File: src/rtl/fetch_stage.sv
// Instruction-fetch stage: PC register, imem req/ready handshake and a one-entry
// IF/ID register with valid/ready flow control toward decode.

module adder_64 (
    input  logic [63:0] a,
    input  logic [63:0] b,
    output logic [63:0] sum
);
    // 16-bit slices chained by carry; the final carry-out is intentionally dropped (mod 2^64).
    logic [3:0] carry;
    assign carry[0] = 1'b0;

    genvar gi;
    generate
        for (gi = 0; gi < 4; gi++) begin : g_slice
            if (gi < 3) begin : g_mid
                logic [16:0] part;
                assign part = {1'b0, a[gi*16 +: 16]} + {1'b0, b[gi*16 +: 16]} + {16'd0, carry[gi]};
                assign sum[gi*16 +: 16] = part[15:0];
                assign carry[gi+1] = part[16];
            end else begin : g_top
                assign sum[gi*16 +: 16] = a[gi*16 +: 16] + b[gi*16 +: 16] + {15'd0, carry[gi]};
            end
        end
    endgenerate
endmodule

module fetch_stage #(
    parameter logic [63:0] RESET_PC = 64'h0
) (
    input  logic        clk,
    input  logic        reset,
    input  logic        br_taken,
    input  logic [63:0] br_base_pc,
    input  logic [63:0] br_offset,
    output logic        imem_req,
    output logic [63:0] imem_addr,
    input  logic        imem_ready,
    input  logic [31:0] imem_rdata,
    output logic        out_valid,
    input  logic        out_ready,
    output logic [63:0] out_pc,
    output logic [63:0] out_pc_plus4,
    output logic [31:0] out_instr
);
    localparam logic [1:0] ST_IDLE  = 2'd0;
    localparam logic [1:0] ST_FETCH = 2'd1;
    localparam logic [1:0] ST_HOLD  = 2'd2;

    logic [1:0]  state_reg, state_next;
    logic [63:0] pc_reg;
    logic [63:0] pc_plus4;
    logic [63:0] target_sum;
    logic [63:0] br_target;
    logic        valid_reg;
    logic [63:0] opc_reg;
    logic [63:0] opc4_reg;
    logic [31:0] instr_reg;
    logic        slot_free;
    logic        accept;

    adder_64 u_pc_inc (
        .a   (pc_reg),
        .b   (64'd4),
        .sum (pc_plus4)
    );

    adder_64 u_br_tgt (
        .a   (br_base_pc),
        .b   (br_offset),
        .sum (target_sum)
    );

    assign br_target = target_sum & ~64'd3;
    assign slot_free = !valid_reg || out_ready;
    // Gating with reset keeps the request low while reset is being applied.
    assign imem_req  = reset && (state_reg == ST_FETCH) && slot_free;
    assign accept    = imem_req && imem_ready && !br_taken;

    assign imem_addr    = pc_reg;
    assign out_valid    = valid_reg;
    assign out_pc       = opc_reg;
    assign out_pc_plus4 = opc4_reg;
    assign out_instr    = instr_reg;

    always_comb begin
        state_next = state_reg;
        if (br_taken) begin
            state_next = ST_FETCH;
        end else begin
            case (state_reg)
                ST_IDLE:  state_next = ST_FETCH;
                ST_FETCH: if (!slot_free) state_next = ST_HOLD;
                ST_HOLD:  if (out_ready) state_next = ST_FETCH;
                default:  state_next = ST_IDLE;
            endcase
        end
    end

    always_ff @(posedge clk) begin
        if (!reset) begin
            state_reg <= ST_IDLE;
            pc_reg    <= RESET_PC;
            valid_reg <= 1'b0;
            opc_reg   <= 64'd0;
            opc4_reg  <= 64'd0;
            instr_reg <= 32'd0;
        end else begin
            state_reg <= state_next;
            if (br_taken) begin
                pc_reg    <= br_target;
                valid_reg <= 1'b0;
            end else if (accept) begin
                // Consume and reload in the same edge when decode is also taking the old entry.
                pc_reg    <= pc_plus4;
                valid_reg <= 1'b1;
                opc_reg   <= pc_reg;
                opc4_reg  <= pc_plus4;
                instr_reg <= imem_rdata;
            end else if (valid_reg && out_ready) begin
                valid_reg <= 1'b0;
            end
        end
    end
endmodule

File: config.mk
export PLATFORM = sky130hd
export DESIGN_NAME = fetch_stage
export DESIGN_NICKNAME = d
export VERILOG_FILES = /design/src/rtl/fetch_stage.sv
export SDC_FILE = /design/constraint.sdc
export NUM_CORES = 1
export LEC_CHECK = 0
export BUFFER_PORTS_ARGS = -buffer_cell sky130_fd_sc_hd__buf_2
export CAP_MARGIN = 10
export CORE_MARGIN = 4
export CORE_UTILIZATION = 52
export DETAILED_ROUTE_END_ITERATION = 8
export HOLD_SLACK_MARGIN = 0.08
export PLACE_DENSITY = 0.79
export RECOVER_POWER = 50
export SLEW_MARGIN = 20
export SYNTH_ARGS = -nofsm -noshare
export SYNTH_HDL_FRONTEND = slang
export SYNTH_HIERARCHICAL = 1
export SYNTH_SLANG_ARGS = --single-unit
File: constraint.sdc
create_clock -name clk -period 15.77 [get_ports clk]
set_input_delay 3.154 -clock clk [delete_from_list [all_inputs] [get_ports clk]]
set_output_delay 3.154 -clock clk [all_outputs]
set_load 0.02 [all_outputs]
==> impl_results.md, run 1 <==
* Unrepaired setup endpoints after global routing: false
* PostCTS Resize Cnt at 0
* Sequential share of the synthesized area at 0.321
* Ranking of synthesized cells by area: dfxtp_1 32%, nand2_1 11%, ha_1 11%
* TNS Setup at 0 ns
* Core ar. at ~27000 um2
* Post-Route WL at 41400 um
* Synth top area share at 0.321
* Area Growth Syn to Fin at 19.7%
* # port buffers at 390
* Worst clock skew at 0.0189 ns
* Grt met2 use at 0.458
* Worst-Skew Late Latency at 0.53 ns
* Worst hold path type: register to register
* Final std cells w/o fill at 2599
* Worst vdd ir at 0.0000920 V
* Leakage at just over 7 nW
* PD cells at ~100 nW/um2
* CTS max path bufs at 3
* Failing checks: capacitance limit, slew limit
* Grt met1 use at 0.311
* GRT busiest layer: met2
* GP Congestion at 0.913
* DRT Pass-1 Iters at 6
* Final Hold Vio Count at 0
* Total clock sinks at between 200 and 250
* Die height at roughly 170 um
* Chip Width at 173 um
* Post-route minimum period at 11.04 ns
* Initial Util at 0.526
* Final slew viol count at 132
* Grt total ovfl at 0
* CP Class: primary input to register
* CTS Root Cell: clkbuf_16
* Reg2reg setup slack at 7.33 ns
* Max Fclk at 90.6 MHz
* GRT Util Overall at 0.258
* Synth unique cells at 65
* CP max FO at 4
* Met3 Use GR at 0.0455
* Cts hold-fix bufs at 0
* Synth area leader: dfxtp_1
* Layout cells sized above 1 at 0.103
* HPWL after DPL at 30000 um
* Data required, critical path at 16.20 ns
* Die footprint at 29900 um2
* FFs w/ async S/R, synth at 0
* Syn Inst Count at 1846
* Initial drt markers at roughly 990
* # rows at 60
* Final Cell Area at roughly 17000 um2
* Outcome: finished with violations
* Total CTS buffers at 25
* Relative slew slack at -2.65
* Max-cap viol count at 1
* Final nets at around 2.5k
* Post-synth EDFFs at 0
* Critical path's slowest cell: o32ai_1
* DRC violations left at 0
* Final setup vio count at 0
* Setup bufs post-CTS at 0
* Routed wire per std cell at around 16 um
* Post-Syn Area per Cell at around 7.7 um2
* Via Count at 14.6k
* DRT antenna net count at 0
* FF+latch count, synth at 227
* Top-count cell post-synth: nand2_1
* Synth Cell Area at approximately 14000 um2
* TritonCTS clock tree: done
* Avg Vias per Cell at around 5.6
* Crit share post-route at 0.700
* Worst EP arrival at roughly 11 ns
* CP endpoint kind: register
* Crit-path most repeated cell: fa_1
* Startpoint type of the worst setup path: primary input
* Dpl cell area at approximately 16000 um2
* Synth top cells by count: 422 x nand2_1, 227 x dfxtp_1, 212 x a21oi_1
* CP peak stage delay at 0.54 ns
* Syn. warnings at 6
* Placed Instances at ~2.6k
* Slew @ Worst Pin at about 5.5 ns
* Vias in the first global route at 13.9k
* I/O Pins at 391
* Worst-path clk slew at about 0.060 ns
* Largest net degree at the start of global routing at about 130
* Ys flop type: dfxtp_1
* First-pass GRT wire length at around 67000 um
* Initial antenna violation count at 2
* H-tree level count at 1
==> cell type report <==
cell class                 count  area, um2
tap                          341        427
clock inverter                15        196
antenna                        2       5.00
timing repair buffer         398       1740
multi-input combinational   1546       9190
inverter                      39        148
clock buffer                  31        688
fill                        2491       9940
sequential                   227       4540
==> through the flow <==
stage	hold WS, ns	total power (W)	setup slack, ns	util
floorplan	0.527	0.00101	5.94	-
global placement	0.431	0.00114	4.64	0.608
detailed placement	0.438	0.00115	4.44	0.608
CTS	0.446	0.00178	4.96	0.641
global route	0.462	0.00186	4.23	0.630
finish	0.444	0.00177	4.73	0.630
==> placed cells by master (no fill, tap or decap), types with 15 or more instances in the layout <==
cell       instances
o21ai_1           90
conb_1            68
xnor2_1           70
inv_1             38
nor2_1            57
xor2_1            30
buf_2            167
a21oi_1          212
nand2_1          422
a31oi_1           16
ha_1             120
a21o_1            37
o21a_1            30
dfxtp_1          227
clkbuf_16         25
o21ai_0          197
nor2b_1           15
clkbuf_1         225
a211oi_1          17
==> critical path: cells and delay by family <==
kind | cells | cell delay, ns
fa+ha+maj | 8 | 2.51
xor+xnor | 1 | 0.13
buf+inv | 1 | 0.10
compound gates | 18 | 4.77
simple gates | 6 | 0.79
==> report_power, final <==
group	leakage [nW]	total [W]	internal (W)	switching (W)
combinational	4.83	0.000497	0.000191	0.000307
sequential	1.85	0.000646	0.000610	0.0000360
clock	0.425	0.000626	0.000377	0.000248
total	7.11	0.00177	0.00118	0.000591
==> cells by family after synthesis <==
kind of cell    count (synthesis)  share of synthesized area
compound gates                682                      0.281
xor+xnor                      100                     0.0619
fa+ha+maj                     134                      0.126
buf+inv                       139                     0.0455
flops                         227                      0.321
other cells                     2                   0.000531
simple gates                  562                      0.164
==> metal layers <==
layer | vias to the layer above | share of wire
li1 | 7225 | -
met1 | 6692 | 0.42
met2 | 548 | 0.48
met3 | 124 | 0.060
met4 | 0 | 0.042
met5 | - | 0
==> worst paths after layout <==
kind / to / cells past startpoint / from
min reg2reg: out_pc[30] / 2 / out_pc[30]
min: out_pc[30] / 2 / out_pc[30]
max reg2reg: imem_addr[62] / 33 / imem_addr[5]
max: imem_addr[60] / 34 / br_base_pc[0]
Power figures use the tool's default switching activity.
==> run 2: changes to the inputs <==
==> constraint.sdc (replaced) <==
create_clock -name clk -period 11.35 [get_ports clk]
set_input_delay 2.27 -clock clk [delete_from_list [all_inputs] [get_ports clk]]
set_output_delay 2.27 -clock clk [all_outputs]
set_load 0.02 [all_outputs]
==> run 2 against run 1 <==
The run still ends with capacitance limit, slew limit left; global-route usage grew 0.49 points; critical path depth is the same; sequential share of layout area fell by 0.091 points; count of clock-buffer cells in the layout up 2; sequential power rose by 39%; die area is the same; routed wire length up 0.79%; via count decreased by 0.29%; critical path type unchanged.
==> impl_results.md, run 2 (same netlist as run 1, synthesis figures left out) <==
* Crit share post-route at 0.896
* Final slew viol count at 132 (unchanged)
* Leakage at 7.13 nW (was 7.11 nW)
* DRC violations left at 0 (unchanged)
* CP endpoint kind: register (unchanged)
* Reg2reg setup slack at 2.85 ns (was 7.33 ns)
* Outcome: finished with violations (unchanged)
* Cells on Worst Hold Path at 2 (unchanged)
* I/O Pins at 391 (unchanged)
* Vias in the first global route at 14.2k (was 13.9k)
* Worst vdd ir at 0.0000911 V (was 0.0000920 V)
* Hold endpoint: out_pc[36] (was out_pc[30])
* Final nets at 2536 (unchanged)
* CTS max path bufs at 3 (unchanged)
* Worst EP arrival at 10.61 ns (was 11.47 ns)
* Reg area at 4540 um2 (unchanged)
* Footprint of the multi-input gates at 9220 um2 (was 9190 um2)
* Sw Share at 0.329 (was 0.334)
* DRT antenna net count at 0 (unchanged)
* RR Startpoint: imem_addr[5] (unchanged)
* Max Fclk at 98.3 MHz
* Final std cells w/o fill at 2597 (was 2599)
* Avg Vias per Cell at 5.60 (was 5.61)
* Core ar. at 26900 um2 (unchanged)
* Gate power share at 0.276 (was 0.281)
* R2r worst-path depth at 33 (unchanged)
* PD cells at 147 nW/um2 (was 104 nW/um2)
* GRT Util Overall at 0.263 (was 0.258)
* Clock Power Share at 0.366 (was 0.354)
* Dpl cell area at 16300 um2 (unchanged)
* Via Count at 14.5k (was 14.6k)
* Flop pwr share at 0.358 (was 0.365)
* Failing checks: capacitance limit, slew limit (unchanged)
* Layout cells sized above 1 at 0.103 (about the same)
* Initial drt markers at 920 (was 992)
* Initial antenna violation count at 1 (was 2)
* Worst hold path type: register to register (unchanged)
* CP Class: primary input to register (unchanged)
* Worst clock skew at 0.00966 ns (was 0.0189 ns)
* CP max FO at 4 (unchanged)
* Placed Instances at 2550 (unchanged)
* CTS Root Cell: clkbuf_16 (unchanged)
* Slew @ Worst Pin at 5.40 ns (was 5.48 ns)
* Final setup vio count at 0 (unchanged)
* Largest net degree at the start of global routing at 132 (unchanged)
* Crit-path most repeated cell: fa_1 (unchanged)
* Hold_sp: out_pc[36] (was out_pc[30])
* TritonCTS clock tree: done (unchanged)
* Unrepaired setup endpoints after global routing: false (unchanged)
* Total CTS buffers at 26 (was 25)
* Startpoint type of the worst setup path: primary input (unchanged)
* Grt total ovfl at 0 (unchanged)
* HPWL after DPL at 30400 um (was 30000 um)
* Worst-path clk slew at 0.06 ns (about the same)
* Most common cell after layout, fill and taps aside: nand2_1 (unchanged)
* Fillers at 2513 (was 2491)
* DRT Pass-1 Iters at 5 (was 6)
* Finished Core Util at 0.632 (was 0.630)
* Max-cap viol count at 1 (unchanged)
* Setup bufs post-CTS at 0 (unchanged)
* Die footprint at 29900 um2 (unchanged)
* Data required, critical path at 11.79 ns (was 16.20 ns)
* Final Cell Area at 17000 um2 (was 16900 um2)
* Total power draw at 0.00251 W (was 0.00177 W)
* Cts hold-fix bufs at 0 (unchanged)
* Area Growth Syn to Fin at 20.1% (was 19.7%)
* Die height at 173 um (unchanged)
* H-tree level count at 1 (unchanged)
* CP peak stage delay at 0.55 ns (was 0.54 ns)
* # port buffers at 390 (unchanged)
* Reg2reg end: imem_addr[62] (unchanged)
* Final Hold Vio Count at 0 (unchanged)
* GP Congestion at 0.915 (was 0.913)
* TNS Setup at 0 ns (unchanged)
* Critical path's slowest cell: o32ai_1 (unchanged)
* Post-route minimum period at 10.17 ns
* Internal Pwr Total at 0.00168 W (was 0.00118 W)
* First-pass GRT wire length at 68300 um (was 67000 um)
* Net Switching at 0.000823 W (was 0.000591 W)
* PostCTS Resize Cnt at 0 (unchanged)
* # rows at 60 (unchanged)
* Crit path launch: br_base_pc[0] (unchanged)
* Relative slew slack at -2.60 (was -2.65)
* Total clock sinks at 227 (unchanged)
* Post-Route WL at 41800 um (was 41400 um)
* Chip Width at 173 um (unchanged)
* Worst-Skew Late Latency at 0.53 ns (about the same)
* Commonest cells after routing, fill and taps aside: 422 x nand2_1, 227 x clkbuf_1, 227 x dfxtp_1 (was 422 x nand2_1, 227 x dfxtp_1, 225 x clkbuf_1)
* Initial Util at 0.526 (unchanged)
* Routed wire per std cell at 16.1 um (was 15.9 um)
-- run 2: metrics by stage --
| step | hold slack [ns] | setup slack [ns] |
|---|---|---|
| finish | 0.445 | 1.18 |
| CTS | 0.445 | 1.44 |
| detailed placement | 0.437 | 0.861 |
| global placement | 0.431 | 1.10 |
| global route | 0.462 | 0.660 |
| floorplan | 0.527 | 2.41 |
-- run 2: how the worst max path moves through the flow --
stage                          endpoint
after floorplan           imem_addr[60]
after global placement    imem_addr[60]
after detailed placement  imem_addr[60]
after CTS                 imem_addr[60]
after global routing      imem_addr[60]
final                     imem_addr[60]
-- run 2: area by class of cell --
class	instances	area share
inverter	39	0.00861
multi-input combinational	1546	0.542
clock inverter	13	0.0116
tap	341	0.0251
antenna	1	0.000147
clock buffer	33	0.0434
sequential	227	0.267
timing repair buffer	397	0.102
-- run 2: power groups by stage --
stage | clock network [W] | logic (W) | registers (W)
after floorplan | 0 | 0.000446 | 0.000959
after global placement | 0 | 0.000669 | 0.000911
after detailed placement | 0 | 0.000685 | 0.000912
after CTS | 0.000932 | 0.000690 | 0.000895
after global routing | 0.000961 | 0.000766 | 0.000903
final | 0.000916 | 0.000693 | 0.000897
-- run 2: worst max-delay path, delay by kind of cell --
kind,cells,cell delay [ns]
AOI/OAI and AO/OA,18,4.80
buffers and inverters,1,0.10
and+or+nand+nor,6,0.79
adders and majority gates,8,2.50
xor gates and xnor gates,1,0.13
-- run 2: metal layers --
metal	wire [um]	vias up	global-route usage
li1	-	7187	-
met1	17200	6669	0.317
met2	20200	586	0.470
met3	2770	104	0.0479
met4	1550	0	0.0968
met5	0	-	0
